===== config.mk =====
export PLATFORM = sky130hd
export DESIGN_NAME = seg_scan_driver
export DESIGN_NICKNAME = d
export VERILOG_FILES = /design/src/rtl/seg_scan_driver.sv
export SDC_FILE = /design/constraint.sdc
export NUM_CORES = 1
export LEC_CHECK = 0
export CORE_ASPECT_RATIO = 1.1
export CORE_MARGIN = 2
export CORE_UTILIZATION = 54
export CTS_CLUSTER_DIAMETER = 150
export DETAILED_ROUTE_END_ITERATION = 16
export GPL_TIMING_DRIVEN = 0
export PLACE_DENSITY = 0.8
export SLEW_MARGIN = 5
export SYNTH_ARGS = -nofsm -noshare
export SYNTH_HDL_FRONTEND = slang
export SYNTH_SLANG_ARGS = --single-unit

===== constraint.sdc =====
create_clock -name CLK -period 3.02 [get_ports CLK]
set_clock_uncertainty 0.05 [all_clocks]
set_input_delay 0.604 -clock CLK [delete_from_list [all_inputs] [get_ports CLK]]
set_output_delay 0.604 -clock CLK [all_outputs]
set_load 0.05 [all_outputs]

===== src/rtl/seg_scan_driver.sv =====
// Time-multiplexed 7-segment scan driver: frame-synchronous snapshot of digit codes,
// per-slot dead time for anti-ghosting, and registered polarity-adjusted pin outputs.
module seg_scan_driver #(
  parameter int DIGITS      = 4,
  parameter int SCAN_DIV    = 50000,
  parameter int BLANK_CYC   = 8,
  parameter bit SEG_ACT_LOW = 1'b0,
  parameter bit DIG_ACT_LOW = 1'b1
) (
  input  logic                  CLK,
  input  logic                  RST,
  input  logic                  en,
  input  logic [5*DIGITS-1:0]   num,
  input  logic [DIGITS-1:0]     dp,
  output logic [6:0]            seg,
  output logic                  dp_out,
  output logic [DIGITS-1:0]     an,
  output logic                  frame_done
);

  localparam int CNT_W = (SCAN_DIV > 1) ? $clog2(SCAN_DIV) : 1;
  localparam int IDX_W = (DIGITS > 1) ? $clog2(DIGITS) : 1;

  localparam logic [CNT_W-1:0]  CNT_LAST  = CNT_W'(SCAN_DIV - 1);
  localparam logic [CNT_W-1:0]  BLANK_END = CNT_W'(BLANK_CYC);
  localparam logic [IDX_W-1:0]  IDX_LAST  = IDX_W'(DIGITS - 1);
  localparam logic [6:0]        SEG_OFF   = {7{SEG_ACT_LOW}};
  localparam logic              DP_OFF    = SEG_ACT_LOW;
  localparam logic [DIGITS-1:0] AN_OFF    = {DIGITS{DIG_ACT_LOW}};

  logic [CNT_W-1:0]  cnt_q, cnt_d;
  logic [IDX_W-1:0]  idx_q, idx_d;
  logic              term_cyc;
  logic              snap;

  logic [4:0]        shadow_q    [DIGITS];
  logic              shadow_dp_q [DIGITS];

  logic [4:0]        code_sel;
  logic              dp_sel;
  logic              digit_on;
  logic [DIGITS-1:0] an_l;
  logic [6:0]        seg_l;
  logic              dp_l;

  logic [6:0]        seg_q, seg_d;
  logic              dp_q, dp_d;
  logic [DIGITS-1:0] an_q, an_d;
  logic              frame_done_q;

  function automatic logic [6:0] decode(input logic [4:0] code);
    logic [6:0] pat;
    case (code)
      5'h00:   pat = 7'b0111111;
      5'h01:   pat = 7'b0000110;
      5'h02:   pat = 7'b1011011;
      5'h03:   pat = 7'b1001111;
      5'h04:   pat = 7'b1100110;
      5'h05:   pat = 7'b1101101;
      5'h06:   pat = 7'b1111101;
      5'h07:   pat = 7'b0000111;
      5'h08:   pat = 7'b1111111;
      5'h09:   pat = 7'b1101111;
      5'h0A:   pat = 7'b1011111;
      5'h0B:   pat = 7'b1111100;
      5'h0C:   pat = 7'b0111001;
      5'h0D:   pat = 7'b1011110;
      5'h0E:   pat = 7'b1111011;
      5'h0F:   pat = 7'b1110001;
      5'h10:   pat = 7'b1000000;
      default: pat = 7'b0000000;
    endcase
    return pat;
  endfunction

  // The prescaler and digit index free-run regardless of en so re-enable resumes in place.
  assign term_cyc = (cnt_q == CNT_LAST);
  assign snap     = term_cyc && (idx_q == IDX_LAST);

  always_comb begin
    cnt_d = term_cyc ? '0 : cnt_q + 1'b1;
    idx_d = idx_q;
    if (term_cyc) begin
      idx_d = (idx_q == IDX_LAST) ? '0 : idx_q + 1'b1;
    end
  end

  always_ff @(posedge CLK or posedge RST) begin
    if (RST) begin
      cnt_q        <= '0;
      idx_q        <= '0;
      frame_done_q <= 1'b0;
    end else begin
      cnt_q        <= cnt_d;
      idx_q        <= idx_d;
      frame_done_q <= snap;
    end
  end

  for (genvar gi = 0; gi < DIGITS; gi++) begin : g_shadow
    always_ff @(posedge CLK or posedge RST) begin
      if (RST) begin
        shadow_q[gi]    <= 5'h1F;
        shadow_dp_q[gi] <= 1'b0;
      end else if (snap) begin
        shadow_q[gi]    <= num[5*gi +: 5];
        shadow_dp_q[gi] <= dp[gi];
      end
    end
  end

  always_comb begin
    code_sel = 5'h1F;
    dp_sel   = 1'b0;
    for (int i = 0; i < DIGITS; i++) begin
      if (idx_q == IDX_W'(i)) begin
        code_sel = shadow_q[i];
        dp_sel   = shadow_dp_q[i];
      end
    end
  end

  assign digit_on = en && (cnt_q >= BLANK_END);

  for (genvar gi = 0; gi < DIGITS; gi++) begin : g_anode
    assign an_l[gi] = digit_on && (idx_q == IDX_W'(gi));
  end

  always_comb begin
    seg_l = digit_on ? decode(code_sel) : 7'b0000000;
    dp_l  = digit_on && dp_sel;
    seg_d = SEG_ACT_LOW ? ~seg_l : seg_l;
    dp_d  = SEG_ACT_LOW ? ~dp_l  : dp_l;
    an_d  = DIG_ACT_LOW ? ~an_l  : an_l;
  end

  // Pin-facing registers: polarity is applied here so the pins never glitch.
  always_ff @(posedge CLK or posedge RST) begin
    if (RST) begin
      seg_q <= SEG_OFF;
      dp_q  <= DP_OFF;
      an_q  <= AN_OFF;
    end else begin
      seg_q <= seg_d;
      dp_q  <= dp_d;
      an_q  <= an_d;
    end
  end

  assign seg        = seg_q;
  assign dp_out     = dp_q;
  assign an         = an_q;
  assign frame_done = frame_done_q;

endmodule


==> run_results.csv <==
group,metric,value,unit
route,final_antenna_net_count,0,
worst_setup_path,path_cells,"inv_1, ha_2, clkbuf_4, nor2_1, a221o_1, a21oi_2, inv_1, ha_1, mux2_2, a221oi_1",
synthesis,syn_inst,244,
worst_setup_path,crit_required,3180,ps
worst_setup_path,cpMostUsedCell,"inv_1",
clocking,cts_setup_buffers,0,
floorplanning,fp.dieW,72.9,µm
run_status,status,"finished, final reports clean",
floorplanning,core_area,5030,µm²
synthesis,syn_area_per_cell,11.5,µm²
route,wl_met2,2910,µm
power_and_ir_drop,vdd_ir_drop_max,357,µV
placement,routabilityCongestion,0.819,
floorplanning,die_area,5810,µm²
route,firstDrtPassIters,5,
clocking,holdBufCountCts,0,
synthesis,synthTopCellsByCount,"dfrtp_1 (31), dfstp_2 (24), mux2_4 (20), nand2_1 (20), nor2_1 (16)",
power_and_ir_drop,p_per_area,408,nW/µm²
synthesis,synth_xor_area_frac,0.0373,
floorplanning,die_h,79.8,µm
worst_hold_path,hold_class,"reg2reg",
synthesis,synth_nets,283,
final_layout,syn_to_final_growth,21.3,%
placement,placed_cells,342,
timing,finalCritPeriodShare,0.916,
final_layout,fillCellCount,359,
worst_setup_path,slowest_stage,"dfrtp_1",
timing,hold_violations,0,
clocking,cts_max_level,2,
synthesis,yosysTopAreaCell,"dfrtp_1",
synthesis,synth-main-ff-cell,"dfrtp_1",
synthesis,ys_seq_elements,55,
timing,tns,0,ps
synthesis,synthSimpleGateAreaFrac,0.141,
synthesis,synthTopCellsByArea,"dfrtp_1 (28%), dfstp_2 (22%), mux2_4 (11%)",
worst_setup_path,arrival,2930,ps
final_layout,regArea,1410,µm²
global_route,grt_pass1_vias,2054,
worst_setup_path,startpoint_type,"flop",
synthesis,netlist-cell-type-count,42,
placement,detailed_place_hpwl,4030,µm
global_route,antenna_found_initial,0,
worst_setup_path,crit_path_end_kind,"flop",
synthesis,yosysMostFrequentCell,"dfrtp_1",
clocking,cts_buffer_depth,2,
route,drc_errors,0,
final_layout,drive_above_1_share,0.243,
clocking,cts-root-buf,"clkbuf_8",
worst_setup_path,cp.depth,10,
worst_setup_path,crit_path_max_fanout,10,
clocking,clk-insertion-delay-late,320,ps
route,vias,2035,
route,vias_per_cell,5.81,
final_layout,fin_cells,350,
clocking,clock_sinks,55,
route,first_iter_violations,118,
synthesis,ys_seq_area_frac,0.499,
synthesis,syn_area,2820,µm²
final_layout,finalNetCount,330,
global_route,grt_start_max_net_pins,38,
final_layout,multi_input_area,1330,µm²
route,post_drt_wl_per_cell,16.1,µm
route,routed.top_layer,"met4",
global_route,globalRouteTotalUtil,0.206,
final_layout,n_antenna_cell,0,
floorplanning,row_count,27,
synthesis,synth_compound_area_frac,0.100,
timing,worstMarginPinSlew,579,ps
floorplanning,io_pins,40,
global_route,grt_pass1_wl,9200,µm
worst_setup_path,path_buf_inv,3,
synthesis,synth_mux_area_frac,0.138,
clocking,cts_tree,"done",
final_layout,post-route-util,0.679,
timing,rsz0062_at_grt,"false",
floorplanning,start_util,0.560,
power_and_ir_drop,p_total,1.39,mW
worst_setup_path,slowest_delay,420,ps
worst_hold_path,holdPathStages,1,
flow_run,maxCapViolCount,0,
synthesis,synth-edff-count,0,
placement,io_buffers,39,
synthesis,synth_top_area_frac,0.275,
worst_setup_path,crit_family,"compound AO/OA/AOI/OAI gates",
timing,setup_violations,0,
timing,relSlewSlack,0.609,
timing,finalCriticalPeriod,2770,ps
synthesis,synth_top_family_by_area,"simple AND/OR/NAND/NOR gates",
power_and_ir_drop,p_leak,1.55,nW
route,wirelength,5630,µm
worst_setup_path,worstSetupPathType,"reg2reg",
timing,maxSlewViolCount,0,
synthesis,yosys.area_share.adder,0.0533,
worst_setup_path,reg2reg_depth,10,
synthesis,synth_async_sr_flop_share,1.00,
global_route,overflow,0,
clocking,path_clk_slew,100,ps
route,wl_met3,199,µm
timing,fmax,361,MHz
route,met1_length,2370,µm
synthesis,synth_warnings,0,
clocking,cts_buffers,5,
[sequential cells by signal, summed over array words and instances, names as in the netlist]
register,cells
an,4
cnt_q,16
dp_out,1
frame_done,1
idx_q,2
seg,7
shadow_dp_q,4
shadow_q,20
[final cells by class]
type	instances	share of cell area
flip-flops and latches	55	0.412
multi-input cells	170	0.390
repair buffers	40	0.120
clock buffers	6	0.0242
well taps	58	0.0212
plain buffers	8	0.0146
inverters	11	0.0121
clock inverters	2	0.00586
[through the flow]
stage	hold WS (ps)	area [µm²]	setup WS (ps)
6_report	440	3420	253
5_1_grt	466	3420	29.9
4_1_cts	444	3410	66.4
3_5_place_dp	425	3300	-49.6
3_3_place_gp	428	3280	54.9
2_1_floorplan	405	2820	346
[metal layers]
layer / vias to the layer above / track usage
li1: 955 / -
met4: 0 / 0.100
met1: 1002 / 0.250
met2: 62 / 0.345
met3: 16 / 0.0429
met5: - / 0
[cells in the final DEF (no fill, tap or decap), types with 6 or more instances in the layout]
cell type and count:
inv_1 10, dfstp_2 24, mux2_4 20, clkbuf_8 6, dfrtp_1 31, o21ai_0 8, nor3_1 8, xnor2_1 6
a21oi_1 10, clkdlybuf4s50_1 39, nand2_1 20, mux2_2 7, xor2_1 6, ha_1 11, nor2_1 16, nand3_1 7
[report_power, final]
group          switching, mW  total (mW)  internal [mW]
Combinational         0.0819       0.165         0.0834
Clock                  0.252       0.446          0.194
Sequential            0.0124       0.784          0.771
[cell families after synthesis]
family          after synthesis
xor+xnor                     12
fa+ha+maj                    12
compound gates               41
buf+inv                      19
mux                          28
simple gates                 77
flops                        55
[worst reg2reg max path, stage by stage (launching register included)]
cell      delay (ps)
dfrtp_1          420
inv_1            110
ha_2             240
clkbuf_4         220
nor2_1            60
a221o_1          330
a21oi_2          210
inv_1            140
ha_1             350
mux2_2           270
a221oi_1         270
[what timing repair did]
item | in CTS | in global routing
gates resized for setup | 2 | 4
endpoints found under the setup margin | 5 | 4
endpoints found under the hold margin | 0 | 0
[worst paths after layout]
check / startpoint / to / slack, ps
setup / recovery: idx_q[1] / seg[3] / 250
hold / removal: cnt_q[10] / cnt_q[10] / 440
setup reg to reg: idx_q[1] / seg[3] / 250
hold reg to reg: cnt_q[10] / cnt_q[10] / 440
max in group asynchronous: RST / an[1] / 1810
min in group asynchronous: RST / seg[4] / 530
(Power assumes the default switching activity.)
